==> src/rtl/w1_pkg.sv <==
// w1_pkg: shared FSM state type, default decoder parameters and sizing helpers
// for the w1 vector decoder.
package w1_pkg;

  typedef enum logic [1:0] {
    ST_IDLE = 2'd0,
    ST_RUN  = 2'd1,
    ST_DONE = 2'd2
  } w1_state_t;

  localparam int K_DEF     = 32'sd8;
  localparam int Q_DEF     = 32'sd8380417;
  localparam int GAMMA_DEF = (Q_DEF - 32'sd1) / 32'sd32;
  localparam int WIDHT_DEF = 32'sd4;

  // Largest coefficient value that is legal for the given rounding range.
  function automatic int w1_max(input int q_v, input int gamma_v);
    return (q_v - 32'sd1) / (32'sd2 * gamma_v) - 32'sd1;
  endfunction

  // Number of 32-bit words carrying one packed vector of k polynomials.
  function automatic int w1_word_count(input int k_v, input int widht_v);
    return (32'sd256 * k_v * widht_v) / 32'sd32;
  endfunction

endpackage

==> src/rtl/w1_unpack_buf.sv <==
// w1_unpack_buf: 64-bit LSB-first bit reservoir. A pop drops the lowest widht
// bits; a pushed word is appended directly above the remaining fill level.
module w1_unpack_buf
  import w1_pkg::*;
#(
  parameter int widht = WIDHT_DEF
) (
  input  logic             clk,
  input  logic             reset,
  input  logic             clear,
  input  logic             push,
  input  logic             pop,
  input  logic [31:0]      in_data,
  output logic [widht-1:0] head,
  output logic [6:0]       cnt
);

  localparam logic [6:0] WIDHT_C = 7'(widht);

  logic [63:0] bits_r;
  logic [63:0] shifted_s;
  logic [63:0] bits_next_s;
  logic [6:0]  cnt_r;
  logic [6:0]  cnt_shift_s;
  logic [6:0]  cnt_next_s;

  // Pop shift is applied first so a same-cycle push lands on the post-pop fill level.
  always_comb begin
    shifted_s   = bits_r;
    cnt_shift_s = cnt_r;
    bits_next_s = bits_r;
    cnt_next_s  = cnt_r;
    if (pop) begin
      shifted_s   = bits_r >> widht;
      cnt_shift_s = cnt_r - WIDHT_C;
    end else begin
      shifted_s   = bits_r;
      cnt_shift_s = cnt_r;
    end
    if (push) begin
      bits_next_s = shifted_s | ({32'd0, in_data} << cnt_shift_s);
      cnt_next_s  = cnt_shift_s + 7'd32;
    end else begin
      bits_next_s = shifted_s;
      cnt_next_s  = cnt_shift_s;
    end
  end

  // Reservoir register; start clears it so no bits survive into a new vector.
  always_ff @(posedge clk) begin
    if (reset || clear) begin
      bits_r <= 64'd0;
      cnt_r  <= 7'd0;
    end else begin
      bits_r <= bits_next_s;
      cnt_r  <= cnt_next_s;
    end
  end

  assign head = bits_r[widht-1:0];
  assign cnt  = cnt_r;

endmodule

==> src/rtl/w1_decode.sv <==
// w1_decode: unpacks a w1 vector (256*k coefficients of widht bits, LSB first)
// into indexed coefficients. Range check built only with W1_DECODE_RANGE_CHECK_EN.
module w1_decode
  import w1_pkg::*;
#(
  parameter int k     = K_DEF,
  parameter int q     = Q_DEF,
  parameter int gamma = GAMMA_DEF,
  parameter int widht = WIDHT_DEF
) (
  input  logic                 clk,
  input  logic                 reset,
  input  logic                 start,
  input  logic [31:0]          in_data,
  input  logic                 in_valid,
  output logic                 in_ready,
  output logic [widht-1:0]     coeff,
  output logic                 coeff_valid,
  input  logic                 coeff_ready,
  output logic [$clog2(k)-1:0] poly_idx,
  output logic [7:0]           coeff_idx,
  output logic                 coeff_last,
  output logic                 busy,
  output logic                 done,
  output logic                 range_err
);

  localparam int              PW        = $clog2(k);
  localparam int              NWORDS    = w1_word_count(k, widht);
  localparam int              WL_W      = $clog2(NWORDS + 1);
  localparam logic [6:0]      WIDHT_C   = 7'(widht);
  localparam logic [PW-1:0]   POLY_LAST = PW'(k - 1);
  localparam logic [WL_W-1:0] WL_LOAD   = WL_W'(NWORDS);

  w1_state_t         state_r;
  w1_state_t         state_next_s;
  logic [WL_W-1:0]   words_left_r;
  logic [PW-1:0]     poly_idx_r;
  logic [7:0]        coeff_idx_r;
  logic [6:0]        cnt_s;
  logic              run_s;
  logic              start_ok_s;
  logic              push_s;
  logic              pop_s;

  assign run_s      = (state_r == ST_RUN);
  assign start_ok_s = start && !run_s;
  assign push_s     = in_valid && in_ready;
  assign pop_s      = coeff_valid && coeff_ready;

  w1_unpack_buf #(.widht(widht)) u_buf (
    .clk     (clk),
    .reset   (reset),
    .clear   (start_ok_s),
    .push    (push_s),
    .pop     (pop_s),
    .in_data (in_data),
    .head    (coeff),
    .cnt     (cnt_s)
  );

  // All handshake outputs decode registered state only, never the inputs.
  assign in_ready    = run_s && (cnt_s <= 7'd32) && (words_left_r != '0);
  assign coeff_valid = run_s && (cnt_s >= WIDHT_C);
  assign coeff_last  = coeff_valid && (poly_idx_r == POLY_LAST) && (coeff_idx_r == 8'd255);
  assign poly_idx    = poly_idx_r;
  assign coeff_idx   = coeff_idx_r;
  assign busy        = run_s;
  assign done        = (state_r == ST_DONE);

  // State register.
  always_ff @(posedge clk) begin
    if (reset) begin
      state_r <= ST_IDLE;
    end else begin
      state_r <= state_next_s;
    end
  end

  // Next state: start honoured outside RUN only; RUN ends on the final pop.
  always_comb begin
    state_next_s = state_r;
    case (state_r)
      ST_IDLE: begin
        if (start) state_next_s = ST_RUN;
        else       state_next_s = ST_IDLE;
      end
      ST_RUN: begin
        if (pop_s && coeff_last) state_next_s = ST_DONE;
        else                     state_next_s = ST_RUN;
      end
      ST_DONE: begin
        if (start) state_next_s = ST_RUN;
        else       state_next_s = ST_DONE;
      end
      default: state_next_s = ST_IDLE;
    endcase
  end

  // Word budget and coefficient position; coeff_idx wraps 255->0 into the next polynomial.
  always_ff @(posedge clk) begin
    if (reset) begin
      words_left_r <= '0;
      poly_idx_r   <= '0;
      coeff_idx_r  <= 8'd0;
    end else if (start_ok_s) begin
      words_left_r <= WL_LOAD;
      poly_idx_r   <= '0;
      coeff_idx_r  <= 8'd0;
    end else begin
      if (push_s) words_left_r <= words_left_r - WL_W'(1);
      if (pop_s) begin
        coeff_idx_r <= coeff_idx_r + 8'd1;
        if (coeff_idx_r == 8'd255) begin
          poly_idx_r <= (poly_idx_r == POLY_LAST) ? '0 : poly_idx_r + PW'(1);
        end
      end
    end
  end

`ifdef W1_DECODE_RANGE_CHECK_EN
  localparam logic [31:0] MAX_U = 32'(w1_max(q, gamma));

  logic range_err_r;
  logic over_s;

  assign over_s = ({{(32 - widht){1'b0}}, coeff} > MAX_U);

  // Sticky flag: set on popping an out-of-range coefficient, cleared by start.
  always_ff @(posedge clk) begin
    if (reset) begin
      range_err_r <= 1'b0;
    end else if (start_ok_s) begin
      range_err_r <= 1'b0;
    end else if (pop_s && over_s) begin
      range_err_r <= 1'b1;
    end
  end

  assign range_err = range_err_r;
`else
  assign range_err = 1'b0;
`endif

endmodule

==> config.mk <==
export PLATFORM = sky130hd
export DESIGN_NAME = w1_decode
export DESIGN_NICKNAME = d
export VERILOG_FILES = /design/src/rtl/w1_pkg.sv /design/src/rtl/w1_unpack_buf.sv /design/src/rtl/w1_decode.sv
export SDC_FILE = /design/constraint.sdc
export NUM_CORES = 1
export LEC_CHECK = 0
export ABC_AREA = 1
export CORE_MARGIN = 2
export CORE_UTILIZATION = 45
export CTS_CLUSTER_SIZE = 8
export DETAILED_ROUTE_END_ITERATION = 8
export GPL_TIMING_DRIVEN = 0
export PLACE_DENSITY = 0.76
export SLEW_MARGIN = 25
export SYNTH_ARGS = -nofsm -noshare
export SYNTH_HDL_FRONTEND = slang
export SYNTH_SLANG_ARGS = --single-unit
export TNS_END_PERCENT = 1
==> constraint.sdc <==
create_clock -name clk -period 2.62 [get_ports clk]
set_clock_uncertainty 0.1 [all_clocks]
set_input_delay 0.524 -clock clk [delete_from_list [all_inputs] [get_ports clk]]
set_output_delay 0.524 -clock clk [all_outputs]
set_load 0.1 [all_outputs]
* After elaboration in Yosys (flattened, before gate mapping)
Cells that the tools add are included.
** Word-level totals
- Register bits after elaboration :: 93
- Output and inout bits :: 21
- Logic and storage cells :: 47
- Input bits :: 37
** Operators by class
- $lt $le $gt $ge :: 2
- Equal/unequal tests :: 4
- Bitwise logic cells :: 1
- Shift operators :: 1
- Muxes and demuxes :: 11
- Reduce and logical (&&, ||, !) cells :: 16
- $add $sub $neg :: 5
** Operators with widths (count)
- $mux W64 :: 2
- $or A64 B64 Y64 :: 1
- $shl A32 B7 Y64 :: 1
- $mux W9 :: 2
- $mux W7 :: 2
- $logic_and A1 B1 Y1 :: 9
- $reduce_bool A9 Y1 :: 1
- $sub A9 B1 Y9 const B :: 1
- $add A8 B1 Y8 const B :: 1
- $eq A8 B8 Y1 const B :: 1
- $add A7 B6 Y7 const B :: 1
- $ge A7 B3 Y1 const B :: 1
- $le A7 B6 Y1 const B :: 1
- $sub A7 B3 Y7 const B :: 1
- $pmux W2 S3 :: 1
- $mux W2 :: 2
- $add A3 B1 Y3 const B :: 1
- $eq A3 B3 Y1 const B :: 1
- $mux W3 :: 1
- $eq A2 B1 Y1 const B :: 1
- $eq A2 B2 Y1 const B :: 1
- $logic_not A2 Y1 :: 1
- $reduce_and A2 Y1 :: 1
- $reduce_bool A2 Y1 :: 1
- 4 further kinds :: 4

* Logic depth before layout (Yosys ltp)
Gate-level depths: netlist of run 1.
- Word-level depth :: 7
- Gate-level depth with buffers :: 19
- Gate-level depth less buffers :: 18

* By module
A second synthesis of run 1 with hierarchy kept.
** Second synthesis, totals
- Cells, all modules :: 956
- Area total of the unflattened synthesis :: 6109.6 um^2
** Modules (own cells, without submodules)
- w1_unpack_buf :: area an instance 4794.6 um^2, cells an instance 782, sequential area each 1381.3 um^2, times used 1
- w1_decode :: area an instance 1315.0 um^2, cells an instance 174, sequential area each 440.4 um^2, times used 1

* Least setup slack after synthesis of run 1
Ideal clock, no wire load.
- Path type :: register to output
- Start point :: register coeff_idx_r[0], in the netlist coeff_idx[0]
- End point :: output port coeff_last
- Buffers on the path :: 0
- Arrival :: 2735 ps
- Stages on the path, launching flop included :: 7
- Slack :: -739 ps
- Required time :: 1996 ps
- Cells stage by stage :: dfxtp_1 -> ha_1 -> inv_1 -> nor4_1 -> inv_1 -> nor3_1 -> and3_1
** Between the ends
- Cells in the longest elaborated chain, start to end :: 2
** RTL lines
- from (decl) :: line w1_decode.sv:39 : logic [7:0] coeff_idx_r;
- from (signal assigned) :: line w1_decode.sv:113 : coeff_idx_r <= coeff_idx_r + 8'd1;
- $eq A8 B8 Y1 :: line w1_decode.sv:65 : assign coeff_last = coeff_valid && (poly_idx_r == POLY_LAST) && (coeff_idx_r == 8'd255);
- $logic_and A1 B1 Y1 :: line w1_decode.sv:65
- to (decl) :: line w1_decode.sv:22 : output logic coeff_last,
No other way between the ends.

* Worst setup path in the final report of run 1
- Start point :: register u_buf.bits_r[2]
- End point :: output port coeff[2]
** RTL lines
- from (decl) :: line w1_unpack_buf.sv:20 : logic [63:0] bits_r;
- from (signal assigned) :: line w1_unpack_buf.sv:55 : bits_r <= bits_next_s;
- to (decl) :: line w1_decode.sv:17 : output logic [widht-1:0] coeff,
No word-level cell between the ends.

==> results of run 1 <==
metrics by stage:
| step | setup WS (ps) | std cells |
|---|---|---|
| 4_1_cts | 3.41 | 1169 |
| 5_1_grt | -60.0 | 1169 |
| 6_report | 47.5 | 1169 |
| 3_5_place_dp | -732 | 1153 |
| 3_3_place_gp | -695 | 1153 |
| 2_1_floorplan | 13.6 | 925 |
worst min-delay path: stages, from the launching register on:
cell	delay, ps
dfxtp_1	310
nand2_1	60
a21oi_1	50
worst paths after layout:
| check | from | endpoint | slack [ps] |
|---|---|---|---|
| max | u_buf.bits_r[2] | coeff[2] | 50 |
| max reg2reg | u_buf.cnt[2] | u_buf.bits_r[20] | 140 |
| min | u_buf.bits_r[60] | u_buf.bits_r[60] | 360 |
| min reg2reg | u_buf.bits_r[60] | u_buf.bits_r[60] | 360 |
per-layer routing:
metal  track usage (%)  vias to the layer above  wire [um]
li1                  -                     3160          -
met1              35.4                     2932       7820
met2              46.3                      318       8670
met3              4.52                       53       1620
met4              11.1                        0        738
met5                 0                        -          0
sequential cells by signal (all words and copies together) (netlist names):
name          count
u_buf.cnt         5
state_r           2
u_buf.bits_r     64
words_left_r      9
poly_idx          3
coeff_idx         8
placed cells by master, fill, tap and decap left out, types with 6 or more instances in the layout:
cell,instances
a21oi_1,70
a31oi_1,9
buf_1,6
buf_2,22
buf_4,9
buf_6,6
clkbuf_1,17
clkbuf_16,9
clkdlybuf4s50_1,50
dfxtp_1,85
dfxtp_2,6
ha_1,7
inv_1,70
inv_2,8
mux2i_1,15
nand2_1,253
nand3_1,175
nor2_1,69
o21ai_0,42
o21ai_1,12
where the power goes:
group / internal [mW] / total [mW] / leakage, nW / switching (mW)
Sequential: 1.40 / 1.41 / 0.737 / 0.00991
Clock: 0.669 / 1.22 / 0.139 / 0.552
Combinational: 0.160 / 0.485 / 2.08 / 0.325
cell type report:
type	instances	area (um2)	share of cell area, %
Multi-Input combinational cell	691	3340	48.6
Sequential cell	91	1830	26.6
Timing Repair Buffer	56	556	8.07
Buffer	60	334	4.85
Inverter	83	327	4.74
Clock buffer	10	239	3.47
Tap cell	172	215	3.13
Clock inverter	6	40.0	0.582
kinds of logic (layout without fill, tap and decap cells):
group,count (synthesis),in the layout
compound gates,136,136
xor+xnor,3,3
fa+ha+maj,7,7
buf+inv,143,215
flops,91,91
mux,15,15
other cells,1,1
simple gates,529,529
what timing repair did:
item / CTS / global route
endpoints found under the setup margin: 5 / 43
gates resized for setup: 17 / 16
hold buffers: 0 / 0
==> qor.txt, run 1 <==
Yosys reg bits = 91
Hold Fails Final Rpt = 0
initial antenna violation count = 0
num rows = 41
post-synthesis cell type count = 41
Fill cells = 1268
Post-synth ARST share = 0%
Syn Nets = 969
global-route wire length before repair = 30400 um
die boundary height = 117 um
PortBufs = 56
Worst Setup Start Kind = register
Least-Margin Pin Slew = 978 ps
CTS Sinks = 91
# DRC = 0
root buf cell = clkbuf_16
top post-synthesis cells by count = 254 x nand2_1, 175 x nand3_1, 91 x dfxtp_1, 72 x inv_1, 71 x a21oi_1
vias after detailed routing = 6463
slowest stage delay, CP = 1110 ps
worst-path maximum fanout = 2
count leader, synth = nand2_1
slowest CP cell = clkdlybuf4s50_1
syn avg cell area = 6.25 um2
crit path time final = 2570 ps
post-synthesis adder-cell area fraction = 1.51%
H-tree Lvls = 3
synthesized area = 5780 um2
post-route antenna net violation count = 0
sequential share of the synthesized area = 31.5%
crit-path cells = buf_4 > clkdlybuf4s50_1
top cells by area, synth = dfxtp_1 32%, nand2_1 16%, nand3_1 15%
clock-pin transition on the worst setup and hold timing paths = 60 ps
total power = 3.12 mW
drt pass-1 iters = 8
placed cell area = 6580 um2
die width = 117 um
final WL = 18800 um
EDFF count, synth = 0
leading area contributor after synthesis = dfxtp_1
setup TNS = 0 ps
die area = 13800 um2
post-CTS setup buffers = 0
Synth Area in Simple Gates = 40.5%
CTS buffer count = 9
via-per-instance ratio = 5.53
hpwl dp = 14600 um
Largest delay share family, worst path = buffers and inverters
Overflow after GRT = 0
post-synthesis mux area share = 2.60%
reg2reg path depth = 11
Hold Slack = 363 ps
core area = 12600 um2
main combinational cell family by area after synthesis = simple AND/OR/NAND/NOR gates
Area Growth Syn to Fin = 19.0%
vias in the first global route = 6143
CP Depth = 2
hold depth = 2
Top-Level Pins = 58
Fmax = 389 MHz
ANT cells = 0
GP Congestion = 1.01
max-slew violations = 0
Starting DRT DRC Count = 693
Power Dens Cells = 453 nW/um2
initial core utilization = 46.0%
WS Path Type = register to output pin
Rel. slew slack = 34.6%
Setup crit end kind = output pin
share of the synthesized area in the top cell type = 31.5%
Longest Clk Path Bufs = 2
LEAKAGE = 2.95 nW
average wire per cell in the routed design = 16.1 um
Required @ worst endpoint = 2000 ps
Mapped Cells = 925
Tcrit/Tclk final = 98.2%
HP Class = register to register
clock tree from TritonCTS = built
RSZ-0062 raised after global routing = true
compound-gate portion of the synthesized area = 12.1%
XOR/XNOR Fraction of Synth Area = 0.454%
fraction of layout cells with a size suffix above 1 = 9.43%
Final Setup Violations = 0
ys flop type = dfxtp_1
Finished Core Util = 54.8%
largest net degree at the start of global routing = 16
Worst EP arrival = 1950 ps
All-Layer GR Usage = 27.6%
fin nets = 1036
Max Cap Viol = 0
Finished Cell Area = 6880 um2
synth warn = 0
Max VDD drop = 0.000364 V
clk_lat worst skew = 350 ps
status = completed
Worst Path Buf+Inv = 2
Power figures use the tool's default switching activity.
==> run 2, diff against run 1 <==
CORE_UTILIZATION = 51   (was 45)
PLACE_DENSITY = 0.84   (was 0.76)
==> qor.txt, run 2 (same netlist as run 1, synthesis figures left out) <==
Least-Margin Pin Slew = 976 ps
Max VDD drop = 0.000462 V
GP Congestion = 1.03
Reg area = 1830 um2
vias in the first global route = 5941
hpwl dp = 14100 um
most frequent cells in the layout = 253 x nand2_1, 175 x nand3_1, 85 x dfxtp_1
Setup crit end kind = output pin
largest net degree at the start of global routing = 15
Hold Slack = 363 ps
Tcrit/Tclk final = 98.1%
die width = 110 um
CTS buffer count = 9
HP Class = register to register
Worst EP arrival = 1950 ps
setup TNS = 0 ps
post-CTS setup buffers = 0
# DRC = 0
die area = 12200 um2
clock tree from TritonCTS = built
max-slew violations = 0
clock-pin transition on the worst setup and hold timing paths = 60 ps
multi-input logic area = 3350 um2
sw frac = 26.8%
WS Path Type = register to output pin
Fill cells = 1060
Longest Clk Path Bufs = 2
num rows = 38
Top reg by flops = u_buf.bits_r
die boundary height = 110 um
commonest non-fill, non-tap cell in the layout = nand2_1
hold depth = 2
Max Cap Viol = 0
final WL = 18500 um
global-route wire length before repair = 29700 um
Top-Level Pins = 58
root buf cell = clkbuf_16
Fmax = 389 MHz
fraction of layout cells with a size suffix above 1 = 9.33%
Power Dens Cells = 467 nW/um2
max reg flops = 64
core area = 10900 um2
RSZ-0062 raised after global routing = true
reg2reg start = u_buf.cnt[3]
switching power = 0.864 mW
initial core utilization = 52.9%
drt pass-1 iters = 6
Rel. slew slack = 34.7%
post-route antenna net violation count = 0
crit path time final = 2570 ps
status = completed
average wire per cell in the routed design = 16.3 um
All-Layer GR Usage = 30.0%
ANT cells = 0
Placement Setup Slack = -679 ps
post-route setup slack = 50.4 ps
Worst R2R Setup Slack = 140 ps
vias after detailed routing = 6531
hold path start = words_left_r[3]
part of the power in combinational logic = 15.0%
Hold Fails Final Rpt = 0
Overflow after GRT = 0
worst-path maximum fanout = 5
RR Endpoint = u_buf.bits_r[32]
clk_lat worst skew = 340 ps
initial antenna violation count = 0
reg2reg path depth = 16
Starting DRT DRC Count = 862
LEAKAGE = 2.99 nW
Required @ worst endpoint = 2000 ps
via-per-instance ratio = 5.74
fin nets = 1036
Clock power frac = 41.1%
Worst Setup Start Kind = register
Int Power = 2.36 mW
Area Growth Syn to Fin = 19.2%
worst hold endpoint = words_left_r[3]
CTS Sinks = 91
Final Setup Violations = 0
H-tree Lvls = 3
total power = 3.22 mW
PortBufs = 56
sequential power share = 43.8%
-- run 2: cell types whose count changed in the layout (fill, tap and decap cells not counted), sizes merged --
cell / delta
clkbuf: +10
buf: -8
clkinv: -3
bufinv: +1
clkdlybuf4s15: +1
inv: -1
-- run 2: power groups by stage --
stage               Sequential, mW  Clock [mW]  Combinational (mW)
global placement              1.44           0               0.466
finish                        1.41        1.33               0.484
CTS                           1.41        1.34               0.471
detailed placement            1.44           0               0.470
floorplan                     1.44           0               0.302
global route                  1.41        1.38               0.522
-- run 2: cell type report --
class | count | share of cell area (%)
clock inverter | 3 | 0.672
sequential | 91 | 26.5
inverter | 83 | 4.74
timing repair buffer | 56 | 8.15
clock buffer | 13 | 3.77
buffer | 60 | 5.03
multi-input combinational | 691 | 48.6
tap | 140 | 2.54
-- run 2: worst max-delay path by stage --
stage | start | end | slack [ps] | depth (start not counted)
after detailed placement | coeff_idx[0] | coeff_last | -680 | 7
final | u_buf.cnt[2] | in_ready | 50 | 7
after floorplan | coeff_idx[0] | coeff_last | 10 | 6
after global routing | u_buf.cnt[2] | in_ready | -60 | 7
after global placement | coeff_idx[0] | coeff_last | -680 | 7
after CTS | u_buf.cnt[3] | coeff_valid | 10 | 9
-- run 2: timing repair --
item / 4_1_cts / 5_1_grt
resized for setup: 17 / 19
endpoints found under the setup margin: 5 / 42
pin swaps: 0 / 1
hold buffers: 0 / 0
-- run 2: layer usage --
metal,share of wire [%],track usage (%),up-vias
met3,9.4,4.45,55
met5,0,0,-
met1,40,39.2,2932
met2,47,51.0,376
met4,3.5,9.67,0
li1,-,-,3168
-- run 2: metrics by stage --
step           area, um2  utilization (%)  std cells
2_1_floorplan       5800                -        925
3_3_place_gp        6540             59.8       1121
3_5_place_dp        6540             59.8       1121
4_1_cts             6850             62.7       1137
5_1_grt             6890             63.0       1137
6_report            6890             63.0       1137
-- run 2: worst max-delay path: stages (launching register included) --
cell and delay [ps]:
dfxtp_1 410, inv_1 130, ha_1 220, a21oi_1 240, nor3_4 70, nand2_1 60
inv_1 30, clkdlybuf4s15_2 450
==> variant 1 (flow settings as in run 1) <==
`K_DEF`: 32'sd8 -> 32'sd16.
--- a/src/rtl/w1_pkg.sv
+++ b/src/rtl/w1_pkg.sv
@@ -9,5 +9,5 @@
   } w1_state_t;
 
-  localparam int K_DEF     = 32'sd8;
+  localparam int K_DEF     = 32'sd16;
   localparam int Q_DEF     = 32'sd8380417;
   localparam int GAMMA_DEF = (Q_DEF - 32'sd1) / 32'sd32;
Interface: changed (resized poly_idx); port bits go from 58 to 59. No check against the original RTL was run, so the function may have changed too.
==> variant 1 against run 1 <==
- total power grew 10%
- area after synthesis increased by 3.5%
- critical path type is now reg -> reg
- first-iteration DRC count grew 1.0%
- final area grew 4.5%
- non-clock buffer count shrank 1
- critical endpoint is now u_buf.bits_r[58]
- sequential cell count increased by 2
- setup slack better by 0.018 ns
- routed wire length rose by 3.8%
==> variant 1: results (changes against run 1) <==
stage	metric	value	unit	change
sta	FMAX	391.5	MHz	+0.71%
drt	drt total wl	19560	um	+3.8%
global_routing	GRT Overall Usage	27.79	%	+0.18 points
placement	placed standard-cell area	0.006807	sq mm	+3.5%
drt	initial DRC count	700		+1.0%
synth	Post-Synthesis Cells	957		+3.5%
power_and_ir_drop	Leakage	0.003046	uW	+3.2%
cells_and_area	ratio of cells with drive above 1 in the final layout	10.19	%	+0.77 points
sta	Slew Limit Headroom	35.27	%	+0.66 points
setup_path	Setup crit start	u_buf.cnt[2]		
global_routing	vias in the first global route	5780		-5.9%
setup_path	critical path class	reg -> reg		
synth	Syn Nets	1000		+3.2%
cells_and_area	Fillers	1334		+5.2%
synth	ranking of synthesized cells by area	dfxtp_1 (31%), nand2_1 (16%), nand3_1 (15%), a21oi_1 (6.1%), inv_1 (5.5%)		
setup_path	capture point of the worst reg-to-reg path	u_buf.bits_r[58]		
placement	placer congestion estimate	1.042		+3.3%
setup_path	Crit path arrival time	2.65	ns	+0.70 ns
cells_and_area	max reg flops	64		unchanged
synth	post-synthesis cell type count	42		+2.4%
placement	Inst Count DP	1190		+3.2%
synth	Synth Area in Adders	1.254	%	-0.26 points
placement	post-DP HPWL	15360	um	+5.4%
cells_and_area	fin nets	1068		+3.1%
drt	First-pass DRT Iterations	9		+1
outcome	status	completed		
worst_hold_path	worst hold start	u_buf.bits_r[61]		
synth	Seq/Total Area, Yosys	31.10	%	-0.40 points
synth	area share of xor/xnor cells in the synthesized design	0.7316	%	+0.28 points
synth	complex-gate fraction of the synthesized area	12.50	%	+0.41 points
global_routing	global-route wire length before repair	30910	um	+1.7%
setup_path	flop2flop setup slack	0.07	ns	-0.07 ns
drt	WL per Instance	16.22	um	+0.65%
setup_path	Crit Path Max Fanout	10		+8
synth	top post-synthesis cells by count	nand2_1 (252), nand3_1 (180), dfxtp_1 (93)		
synth	mux contribution to synthesized area	2.007	%	-0.59 points
power_and_ir_drop	maximum vdd ir drop	0.0002761	V	-24%
drt	Via Count	6552		+1.4%
global_routing	pin count of the biggest net entering global routing	17		+1
==> variant 1: kinds of logic (layout without fill, tap and decap cells) <==
| group | count (synthesis) | in the layout |
|---|---|---|
| compound gates | 142 | 142 |
| simple gates | 541 | 541 |
| flops | 93 | 93 |
| mux | 12 | 12 |
| buf+inv | 157 | 230 |
| other cells | 1 | 1 |
| xor+xnor | 5 | 5 |
| fa+ha+maj | 6 | 6 |
==> variant 1: stage by stage <==
step	worst slack, ns	TNS [ns]	hold slack, ns	total power [uW]	util [%]
CTS	0.01469	0	0.3658	3431	54.28
detailed placement	-0.4737	-14.05	0.3567	2000	51.81
global placement	-0.4315	-12.90	0.3504	1997	51.81
finish	0.06567	0	0.3669	3441	54.73
global route	-0.04578	-0.1182	0.3822	3557	54.73
floorplan	-0.1895	-0.1895	0.3422	1815	-
==> variant 1: cell type report <==
cell class	count	share of cell area, %
Inverter	99	5.325
Timing Repair Buffer	57	7.882
Sequential cell	93	26.12
Clock buffer	10	3.323
Buffer	58	4.611
Multi-Input combinational cell	707	48.41
Clock inverter	6	1.270
Tap cell	176	3.062
==> variant 1: per-layer routing <==
layer	wire length [um]	vias up	track usage, %
li1	-	3256	-
met2	8298	305	41.67
met1	8926	2945	38.88
met3	1482	46	5.029
met4	855	0	12.43
met5	0	-	0
==> variant 1: critical path: stages, from the launching register on <==
cell and delay [ns]:
dfxtp_2 0.39, inv_1 0.13, ha_1 0.31, inv_1 0.05, nand4_1 0.08, nand2_1 0.20
clkbuf_1 0.42, nand3_1 0.20, nand3_1 0.16, nand3_1 0.16, nand2_1 0.13, a21oi_1 0.06
==> variant 1: worst min-delay path by stage <==
stage	endpoint	cells past startpoint
after floorplan	u_buf.bits_r[60]	2
after CTS	u_buf.bits_r[61]	2
after global placement	u_buf.bits_r[60]	2
after global routing	u_buf.bits_r[60]	2
final	u_buf.bits_r[61]	2
after detailed placement	u_buf.bits_r[61]	2
==> variant 1: power breakdown <==
part	switching (uW)	internal (uW)
clock	585	870
sequential	11.8	1430
combinational	364	178
total	961	2480
==> variant 2 (flow settings as in run 1) <==
Made on the original files. Encoding of `w1_state_t`: now one-hot (3 bits for 3 states).
--- a/src/rtl/w1_pkg.sv
+++ b/src/rtl/w1_pkg.sv
@@ -3,8 +3,8 @@
 package w1_pkg;
 
-  typedef enum logic [1:0] {
-    ST_IDLE = 2'd0,
-    ST_RUN  = 2'd1,
-    ST_DONE = 2'd2
+  typedef enum logic [2:0] {
+    ST_IDLE = 3'b001,
+    ST_RUN  = 3'b010,
+    ST_DONE = 3'b100
   } w1_state_t;
 
Check against the original RTL: same outputs for any inputs over 10 cycles, from zero or initial values and one cycle with reset high; not proved beyond that.
==> variant 2 against run 1 <==
- total power grew 0.45%
- via count up 3.2%
- area after synthesis increased by 0.63%
- final area rose by 1.4%
- critical path depth rose by 9
- sequential share of layout area down 0.17 points
- setup slack worse by 0.0031 ns
- sequential cell count rose by 1
- routed wire length up 8.0%
- critical endpoint is now u_buf.bits_r[24]
- highest routed layer unchanged
==> variant 2: results (changes against run 1) <==
stage	metric	value	unit	change
drt	via/cell ratio	5.722		+3.5%
placement	post-DP HPWL	15570	um	+6.8%
setup_path	Crit path arrival time	2.75	ns	+0.80 ns
cells_and_area	clk tree area frac	4.823	%	+0.77 points
setup_path	crit-path max cell delay	0.60	ns	-0.51 ns
worst_hold_path	worst hold path endpoint	words_left_r[6]		
synth	Avg Cell Area, Syn	6.312	sq um	+0.95%
cells_and_area	CLK BUF	11		+1
worst_hold_path	worst hold start	words_left_r[6]		
synth	Syn Nets	966		-0.31%
setup_path	Setup crit start	coeff_ready		
power_and_ir_drop	Switching Share	23.72	%	-4.7 points
clock_network	clk sink count	92		+1.1%
drt	WL per Instance	17.45	um	+8.3%
outcome	status	completed		
synth	post-synthesis cell type count	39		-4.9%
cells_and_area	comb_multi_in	686		-0.72%
cells_and_area	buffering overhead	12.53	%	-0.39 points
placement	placer congestion estimate	1.068		+5.8%
placement	Inst Count DP	1150		-0.26%
sta	Worst-Margin Slew	0.9777	ns	+0.00002432 ns
cells_and_area	Fillers	1302		+2.7%
synth	top post-synthesis cells by count	nand2_1 (262), nand3_1 (176), dfxtp_1 (92)		
sta	period utilization	98.31	%	+0.12 points
setup_path	Worst R2R Path Depth	15		+4
global_routing	global-route wire length before repair	31930	um	+5.1%
cells_and_area	Buffers, non-clock	117		+0.86%
cells_and_area	fin nets	1033		-0.29%
power_and_ir_drop	Logic pwr share	8.1	%	-7.5 points
global_routing	GRT Overall Usage	29.36	%	+1.7 points
synth	ranking of synthesized cells by area	dfxtp_1 (32%), nand2_1 (17%), nand3_1 (15%), a21oi_1 (6.7%), inv_1 (4.6%)		
placement	pre-CTS setup slack	-0.6018	ns	+0.1300 ns
global_routing	vias in the first global route	6080		-1.0%
-- variant 2: cell types whose count changed in the layout (fill, tap and decap cells not counted), moves of 6 or more --
cell,before,now
a31oi_1,9,17
dfxtp_1,85,91
nand2_1,253,261
nor2_1,69,28
a21oi_1,70,78
nand4_1,4,13
-- variant 2: cells by family after synthesis --
logic type	after synthesis	synth area share (%)
AOI/OAI and AO/OA	147	13.42
xor gates and xnor gates	3	0.4516
adders and majority gates	7	1.505
buffers and inverters	144	10.79
DFF	92	31.65
muxes	15	2.580
other	1	0.06444
and+or+nand+nor	513	39.54
-- variant 2: per-stage QoR --
step / instance area (sq um) / power [uW]
2_1_floorplan: 5832 / 1567
3_3_place_gp: 6608 / 1685
3_5_place_dp: 6608 / 1686
4_1_cts: 6940 / 3130
5_1_grt: 6979 / 3208
6_report: 6979 / 3131
-- variant 2: layer usage --
metal | global-route usage [%] | vias to the layer above
met5 | 0 | -
met4 | 15.81 | 0
met3 | 5.426 | 72
met2 | 46.22 | 382
met1 | 38.04 | 3032
li1 | - | 3186
